File: src/rtl/cpu_isa_pkg.sv
// Shared ISA definitions for the fetch/decode front end:
// opcodes, field positions, halt word, FSM encoding, decoded bundle.
package cpu_isa_pkg;

    localparam logic [3:0] OP_ADD    = 4'b0010;
    localparam logic [3:0] OP_SHIFTL = 4'b0100;
    localparam logic [3:0] OP_ADDI   = 4'b1100;
    localparam logic [3:0] OP_SUBI   = 4'b1111;

    localparam int OPC_MSB = 31;
    localparam int OPC_LSB = 28;
    localparam int DST_MSB = 27;
    localparam int DST_LSB = 23;
    localparam int S1_MSB  = 22;
    localparam int S1_LSB  = 18;
    localparam int S2_MSB  = 17;
    localparam int S2_LSB  = 13;
    localparam int IMM_MSB = 17;
    localparam int IMM_LSB = 0;

    localparam logic [31:0] HALT_WORD = 32'd0;

    typedef enum logic [1:0] {
        ST_IDLE   = 2'b00,
        ST_RUN    = 2'b01,
        ST_HALTED = 2'b10
    } fsm_state_t;

    typedef struct packed {
        logic [3:0]  opcode;
        logic [4:0]  dest;
        logic [4:0]  src1;
        logic [4:0]  src2;
        logic [17:0] imm;
        logic        is_itype;
    } dec_fields_t;

endpackage

File: src/rtl/instr_fetch_decode_if.sv
// Fetch/decode bus: ROM address/data, branch redirect,
// and the valid/ready decoded-instruction channel to execute.
interface instr_fetch_decode_if #(
    parameter int ADDR_W  = 5,
    parameter int INSTR_W = 32
);
    logic [ADDR_W-1:0]  imem_addr;
    logic [INSTR_W-1:0] imem_data;
    logic               redir_valid;
    logic [ADDR_W-1:0]  redir_addr;
    logic               dec_valid;
    logic               dec_ready;
    logic [3:0]         dec_opcode;
    logic [4:0]         dec_dest;
    logic [4:0]         dec_src1;
    logic [4:0]         dec_src2;
    logic [17:0]        dec_imm;
    logic               dec_is_itype;
    logic [ADDR_W-1:0]  dec_pc;

    modport master (
        output imem_addr,
        input  imem_data,
        input  redir_valid,
        input  redir_addr,
        output dec_valid,
        input  dec_ready,
        output dec_opcode,
        output dec_dest,
        output dec_src1,
        output dec_src2,
        output dec_imm,
        output dec_is_itype,
        output dec_pc
    );

    modport slave (
        input  imem_addr,
        output imem_data,
        output redir_valid,
        output redir_addr,
        input  dec_valid,
        output dec_ready,
        input  dec_opcode,
        input  dec_dest,
        input  dec_src1,
        input  dec_src2,
        input  dec_imm,
        input  dec_is_itype,
        input  dec_pc
    );

endinterface

File: src/rtl/instr_field_decode.sv
// Pure combinational split of a 32-bit instruction word into fields.
// Reused by trace/disassembly logic, so it carries no state.
module instr_field_decode
    import cpu_isa_pkg::*;
(
    input  logic [31:0] i_word,
    output dec_fields_t o_fields
);

    // Slice the fixed field layout; I-type is opcode[3:2]==2'b11
    always_comb begin
        o_fields          = '0;
        o_fields.opcode   = i_word[OPC_MSB:OPC_LSB];
        o_fields.dest     = i_word[DST_MSB:DST_LSB];
        o_fields.src1     = i_word[S1_MSB:S1_LSB];
        o_fields.src2     = i_word[S2_MSB:S2_LSB];
        o_fields.imm      = i_word[IMM_MSB:IMM_LSB];
        o_fields.is_itype = (i_word[OPC_MSB:OPC_MSB-1] == OP_ADDI[3:2]);
    end

endmodule

File: src/rtl/instr_fetch_decode.sv
// Fetch/decode front end: owns the PC, reads the combinational ROM,
// registers one decoded instruction per cycle behind a valid/ready handshake.
module instr_fetch_decode
    import cpu_isa_pkg::*;
#(
    parameter int ADDR_W  = 5,
    parameter int INSTR_W = 32
) (
    input  logic              clk,
    input  logic              rst,
    input  logic              start,
    instr_fetch_decode_if.master bus,
    output logic              halted,
    output logic [ADDR_W:0]   insn_count
);

    fsm_state_t        r_state;
    fsm_state_t        w_state_n;
    logic [ADDR_W-1:0] r_pc;
    logic [ADDR_W-1:0] w_pc_n;
    dec_fields_t       r_fld;
    dec_fields_t       w_fld_n;
    dec_fields_t       w_fld;
    logic              r_dec_valid;
    logic              w_dec_valid_n;
    logic [ADDR_W-1:0] r_dec_pc;
    logic [ADDR_W-1:0] w_dec_pc_n;
    logic [ADDR_W:0]   r_count;
    logic [ADDR_W:0]   w_count_n;

    logic [INSTR_W-1:0] w_word;
    logic               w_load;
    logic               w_xfer;
    logic               w_nonzero;
    logic               w_last;

    assign w_word    = bus.imem_data;
    assign w_load    = !r_dec_valid || bus.dec_ready;
    assign w_xfer    = r_dec_valid && bus.dec_ready;
    assign w_nonzero = (w_word != HALT_WORD);
    assign w_last    = (r_pc == {ADDR_W{1'b1}});

    instr_field_decode u_dec (
        .i_word   (w_word),
        .o_fields (w_fld)
    );

    // Next state and next datapath values; everything holds by default
    always_comb begin
        w_state_n     = r_state;
        w_pc_n        = r_pc;
        w_fld_n       = r_fld;
        w_dec_valid_n = r_dec_valid;
        w_dec_pc_n    = r_dec_pc;
        w_count_n     = r_count;

        if (w_xfer && (r_count != {(ADDR_W+1){1'b1}})) begin
            w_count_n = r_count + 1'b1;
        end

        unique case (r_state)
            ST_IDLE: begin
                if (start) begin
                    w_state_n = ST_RUN;
                    w_pc_n    = '0;
                    w_count_n = '0;
                end
            end
            ST_RUN: begin
                if (bus.redir_valid) begin
                    w_dec_valid_n = 1'b0;
                    w_pc_n        = bus.redir_addr;
                end else if (w_load) begin
                    if (w_nonzero) begin
                        w_fld_n       = w_fld;
                        w_dec_pc_n    = r_pc;
                        w_dec_valid_n = 1'b1;
                        if (w_last) begin
                            w_state_n = ST_HALTED;
                        end else begin
                            w_pc_n = r_pc + 1'b1;
                        end
                    end else begin
                        w_dec_valid_n = 1'b0;
                        w_state_n     = ST_HALTED;
                    end
                end
            end
            ST_HALTED: begin
                if (w_xfer) begin
                    w_dec_valid_n = 1'b0;
                end
                if (start && !r_dec_valid) begin
                    w_state_n = ST_RUN;
                    w_pc_n    = '0;
                    w_count_n = '0;
                end
            end
            default: begin
                w_state_n = ST_IDLE;
            end
        endcase
    end

    // FSM state register
    always_ff @(posedge clk or posedge rst) begin
        if (rst) begin
            r_state <= ST_IDLE;
        end else begin
            r_state <= w_state_n;
        end
    end

    // PC, decoded output register and transfer counter
    always_ff @(posedge clk or posedge rst) begin
        if (rst) begin
            r_pc        <= '0;
            r_fld       <= '0;
            r_dec_valid <= 1'b0;
            r_dec_pc    <= '0;
            r_count     <= '0;
        end else begin
            r_pc        <= w_pc_n;
            r_fld       <= w_fld_n;
            r_dec_valid <= w_dec_valid_n;
            r_dec_pc    <= w_dec_pc_n;
            r_count     <= w_count_n;
        end
    end

    assign bus.imem_addr    = r_pc;
    assign bus.dec_valid    = r_dec_valid;
    assign bus.dec_opcode   = r_fld.opcode;
    assign bus.dec_dest     = r_fld.dest;
    assign bus.dec_src1     = r_fld.src1;
    assign bus.dec_src2     = r_fld.src2;
    assign bus.dec_imm      = r_fld.imm;
    assign bus.dec_is_itype = r_fld.is_itype;
    assign bus.dec_pc       = r_dec_pc;
    assign halted           = (r_state == ST_HALTED);
    assign insn_count       = r_count;

endmodule
File: src/flat_wrapper.sv
// flat-port wrapper written by rule: the top's interface ports become plain ports
module instr_fetch_decode_flat import cpu_isa_pkg::*;
#(
    parameter int ADDR_W  = 5,
    parameter int INSTR_W = 32
)
  (clk, rst, start, halted, insn_count, bus_imem_addr, bus_imem_data, bus_redir_valid, bus_redir_addr, bus_dec_valid, bus_dec_ready, bus_dec_opcode, bus_dec_dest, bus_dec_src1, bus_dec_src2, bus_dec_imm, bus_dec_is_itype, bus_dec_pc);
  instr_fetch_decode_if #(.ADDR_W(ADDR_W), .INSTR_W(INSTR_W)) bus_i ();
  input  logic clk;
  input  logic rst;
  input  logic start;
  output logic halted;
  output logic [ADDR_W:0] insn_count;
  output wire logic [$bits(bus_i.imem_addr)-1:0] bus_imem_addr;
  input wire logic [$bits(bus_i.imem_data)-1:0] bus_imem_data;
  input wire logic [$bits(bus_i.redir_valid)-1:0] bus_redir_valid;
  input wire logic [$bits(bus_i.redir_addr)-1:0] bus_redir_addr;
  output wire logic [$bits(bus_i.dec_valid)-1:0] bus_dec_valid;
  input wire logic [$bits(bus_i.dec_ready)-1:0] bus_dec_ready;
  output wire logic [$bits(bus_i.dec_opcode)-1:0] bus_dec_opcode;
  output wire logic [$bits(bus_i.dec_dest)-1:0] bus_dec_dest;
  output wire logic [$bits(bus_i.dec_src1)-1:0] bus_dec_src1;
  output wire logic [$bits(bus_i.dec_src2)-1:0] bus_dec_src2;
  output wire logic [$bits(bus_i.dec_imm)-1:0] bus_dec_imm;
  output wire logic [$bits(bus_i.dec_is_itype)-1:0] bus_dec_is_itype;
  output wire logic [$bits(bus_i.dec_pc)-1:0] bus_dec_pc;
  assign bus_imem_addr = bus_i.imem_addr;
  assign bus_i.imem_data = bus_imem_data;
  assign bus_i.redir_valid = bus_redir_valid;
  assign bus_i.redir_addr = bus_redir_addr;
  assign bus_dec_valid = bus_i.dec_valid;
  assign bus_i.dec_ready = bus_dec_ready;
  assign bus_dec_opcode = bus_i.dec_opcode;
  assign bus_dec_dest = bus_i.dec_dest;
  assign bus_dec_src1 = bus_i.dec_src1;
  assign bus_dec_src2 = bus_i.dec_src2;
  assign bus_dec_imm = bus_i.dec_imm;
  assign bus_dec_is_itype = bus_i.dec_is_itype;
  assign bus_dec_pc = bus_i.dec_pc;
  instr_fetch_decode #(.ADDR_W(ADDR_W), .INSTR_W(INSTR_W)) u_core (.clk(clk), .rst(rst), .start(start), .bus(bus_i), .halted(halted), .insn_count(insn_count));
endmodule
File: config.mk
export PLATFORM = sky130hd
export DESIGN_NAME = instr_fetch_decode_flat
export DESIGN_NICKNAME = d
export VERILOG_FILES = /design/src/rtl/cpu_isa_pkg.sv /design/src/rtl/instr_fetch_decode_if.sv /design/src/rtl/instr_field_decode.sv /design/src/rtl/instr_fetch_decode.sv /design/src/flat_wrapper.sv
export SDC_FILE = /design/constraint.sdc
export NUM_CORES = 1
export LEC_CHECK = 0
export ABC_AREA = 1
export BUFFER_PORTS_ARGS = -buffer_cell sky130_fd_sc_hd__buf_4
export CORE_AREA = 3 3 92 94
export DETAILED_ROUTE_END_ITERATION = 10
export DIE_AREA = 0 0 95 97
export MAX_ROUTING_LAYER = met4
export SLEW_MARGIN = 20
export SYNTH_ARGS = -nofsm -noshare
export SYNTH_HDL_FRONTEND = slang
export SYNTH_SLANG_ARGS = --single-unit
File: constraint.sdc
create_clock -name clk -period 3.7 [get_ports clk]
set_input_delay 0.74 -clock clk [delete_from_list [all_inputs] [get_ports clk]]
set_output_delay 0.74 -clock clk [all_outputs]
set_load 0.01 [all_outputs]
==> impl_results.rst <==
.. list-table::
   :header-rows: 1

   * - Metric
     - Value
   * - Peak supply drop
     - ~0.29 mV
   * - Area of the core
     - ~7700 sq um
   * - Class of the tightest hold or removal check
     - reg -> reg
   * - IO Count
     - between 90 and 100
   * - GR peak layer
     - met2
   * - Setup slack after placement
     - ~1200 ps
   * - CTS Sinks
     - 52
   * - Maxcap violations
     - 0
   * - Worst endpoint data arrival time
     - between 2000 and 2500 ps
   * - Hold_ws
     - around 500 ps
   * - DRC violation count after routing
     - 0
   * - Minimum setup slack among reg-to-reg paths
     - approximately 1600 ps
   * - Detail Placement HPWL
     - around 4.7 mm
   * - Library cells used by synthesis
     - 26
   * - Port Buffers
     - 97
   * - GRT Resource Usage Total
     - between 10% and 20%
   * - Max frequency
     - ~0.45 GHz
   * - Number of enable-type register cells in the synthesized netlist
     - 0
   * - Summed instance area of the synthesized netlist
     - 2708 sq um
   * - Post-layout instance area
     - roughly 3600 sq um
   * - X dimension of the die
     - ~95 microns
   * - Utilization after layout
     - 46.02%
   * - Crit path top cell by count
     - nor2_1
   * - Worst flop-to-flop path endpoint
     - u_core.bus.dec_pc[1]
   * - Number of cells on the worst reg-to-reg path
     - 7
   * - Biggest cell delay along the critical path
     - between 500 and 600 ps
   * - Post-CTS setup buffer count
     - 0
   * - Routed Antenna Nets
     - 0
   * - Share of flip-flops with an asynchronous set or reset after synthesis
     - between 90% and 100%
   * - CP required
     - 3870 ps
   * - End point of the most critical hold path
     - u_core.bus.dec_imm[1]
   * - Via count
     - 2251
   * - Std cell rows
     - 32
   * - Cell chain of the critical path
     - buf_4, nor2_1, nand3_1, nor2_1, nand4_1, nand3_4, buf_12, o21ai_0
   * - Share of Yosys cell area claimed by the top area cell type
     - 48.06%
   * - Reg2Reg Launch Point
     - u_core.r_state[1]
   * - Shortest period the worst path allows
     - between 2000 and 2500 ps
   * - Dominant cell by count in the synthesized netlist
     - inv_1
   * - Final Instance Count excl. Fillers
     - 506
   * - Yosys top cell by area
     - dfrtp_1
   * - Pleak
     - ~1.9 nW
   * - WHS Path Cells
     - 2
   * - Largest net degree at the start of global routing
     - 46
   * - Initial standard-cell utilization of the core
     - between 30% and 40%
   * - Synthesized Nets
     - ~360
   * - Total negative slack
     - 0 ps
   * - Floorplan die height
     - slightly below 100 microns
   * - Warnings, synthesis
     - 0
   * - Final clock period utilization by the worst path
     - 59.88%
   * - CTS Buffer Depth
     - 2
   * - Total cell area at the placement stage
     - between 3000 and 4000 sq um
   * - Share of layout cells above drive strength 1
     - 42.82%
   * - GR Overflow Total
     - 0
   * - Hold buffers post-CTS
     - 0
   * - Wire length of the first global-routing pass
     - slightly above 10 mm
   * - Met2 Resource Use GR
     - 20.66%
   * - Syn_area_per_cell
     - about 8.7 sq um
   * - Number of nets in the finished design
     - around 450
   * - Max-slew headroom at the worst pin
     - 43.95%
   * - Design Power
     - 2.394 mW
   * - Skew final
     - roughly 8.5 ps
   * - Clock insertion delay at the later pin of the skew report
     - 300 ps
   * - WL final
     - ~6.2 mm
   * - Cell Pwr Density
     - 673.2 nW/um^2
   * - H-tree levels
     - 2
   * - Post-CTS resize count
     - 0
   * - Fin worst setup slack
     - 1485 ps
   * - Clock tree from TritonCTS
     - built
   * - Number of pins exceeding their max-slew limit in the final report
     - 0
   * - Setup Crit Path Kind
     - in -> reg
   * - Placed Cells
     - 498
   * - Seq/Total Area, Yosys
     - 48.06%
   * - Outcome
     - finished, final reports clean
   * - Maximum fanout along the worst path
     - 45
   * - Die Area
     - 9215 sq um
   * - Number of iterations in the first detailed-routing pass
     - 5
   * - Critical path launch point type
     - input port
   * - Clock transition at the register clock pins on the worst setup and hold paths after CTS
     - roughly 90 ps
   * - Cells taking the most area after synthesis
     - dfrtp_1, o21ai_2, inv_1
   * - Vias per inst
     - 4.449
   * - Worst min-delay path startpoint
     - u_core.bus.dec_imm[1]
   * - Number of clock buffers inserted by TritonCTS
     - 5
   * - Clock root buffer master
     - clkbuf_8
   * - Number of antenna violations at the first check in global routing
     - 0
   * - Final Hold Vio Count
     - 0
   * - Slowest stage cell on the critical path
     - nand3_4
   * - Via count of the first global-routing pass
     - 2182
   * - Post-synth top cells
     - inv_1, dfrtp_1, nand2_1
   * - Crit path capture type
     - flip-flop
   * - Final setup violating endpoints
     - 0
   * - GR met3 Demand/Resource
     - between 3 and 4%
   * - Final estimated routing congestion in global placement
     - 0.7894
   * - Detailed-route wire length per cell
     - around 12 microns
   * - RSZ-0062 raised after global routing
     - false
   * - #FFs+latches synth
     - 52
   * - Worst-Margin Slew
     - approximately 840 ps
   * - Signed area change from the synthesized netlist to the final layout
     - 31.33%
   * - Met1 track demand over resource in global routing
     - 19.65%
   * - Diodes inserted
     - 0
   * - Top_reg_cell synth
     - dfrtp_1
   * - Cell count after synthesis
     - approximately 310
   * - Violation count after the first detailed-routing iteration
     - around 110
==> how the worst max path moves through the flow <==
stage | slack (ps) | to | depth (start not counted) | startpoint
after CTS | 1470 | u_core.bus.dec_pc[1] | 8 | bus_imem_data[8]
after global placement | 1230 | u_core.bus.dec_pc[0] | 8 | bus_imem_data[20]
final | 1480 | u_core.bus.dec_pc[1] | 8 | bus_imem_data[20]
after global routing | 1310 | u_core.bus.dec_pc[0] | 9 | bus_imem_data[8]
after detailed placement | 1160 | u_core.bus.dec_pc[1] | 8 | bus_imem_data[8]
after floorplan | 1700 | u_core.bus.dec_dest[0] | 1 | rst
==> report_power, final <==
group	internal [mW]	switching [mW]	leakage [nW]
registers	0.785	0.198	0.636
logic	0.526	0.549	1.17
clock network	0.152	0.183	0.0445
==> registers in the layout, summed over array words and instances (netlist names) <==
register / count
u_core.bus.dec_imm: 18
u_core.insn_count: 6
u_core.bus.dec_dest: 5
u_core.bus.dec_pc: 5
u_core.bus.dec_src1: 5
u_core.bus.imem_addr: 5
u_core.bus.dec_opcode: 4
u_core.r_state: 2
u_core.bus.dec_is_itype: 1
u_core.bus.dec_valid: 1
==> logic make-up after synthesis <==
family	Yosys count	share of synthesized area (%)
adder cells (fa/ha/maj)	3	1.386
buffers and inverters	69	12.66
XOR/XNOR	3	0.9706
AND/OR/NAND/NOR	124	21.63
AO/OA/AOI/OAI	60	15.30
flip-flops	52	48.06
==> placed cells by master, fill, tap and decap left out <==
master and count:
ha_1 3, nor3_1 2, dfrtp_1 52, clkinvlp_4 1
o21ai_2 30, buf_4 98, inv_1 53, o21ai_0 19
xnor2_1 1, xor2_1 2, nand2_1 45, nand4_1 2
clkbuf_1 1, nand3_4 1, nand2_2 32, inv_2 2
nor2_2 1, o21ai_1 1, nand3_1 13, nor2_1 27
clkbuf_8 6, o22ai_1 1, a21oi_1 9, buf_12 1
nor2_4 1
==> cell type report <==
| type | count | area (sq um) |
|---|---|---|
| Fill cell | 773 | 4172 |
| Sequential cell | 52 | 1301 |
| Multi-Input combinational cell | 190 | 1071 |
| Timing Repair Buffer | 99 | 755.7 |
| Inverter | 55 | 206.4 |
| Tap cell | 102 | 127.6 |
| Clock buffer | 7 | 86.33 |
| Clock inverter | 1 | 7.507 |
==> critical path: cells and delay by family <==
family / cells / cell delay [ps]
buffers and inverters: 2 / 410
AND/OR/NAND/NOR: 5 / 1110
AO/OA/AOI/OAI: 1 / 110
==> routing by layer <==
metal / vias up / wire [microns] / part of all wire [%]
met4: 0 / 26 / 0.42
met1: 1015 / 2937 / 47
li1: 1144 / - / -
met2: 88 / 2701 / 44
met3: 4 / 519 / 8.4
met5: - / 0 / 0
Note: power is estimated with default switching activity, not from simulation.
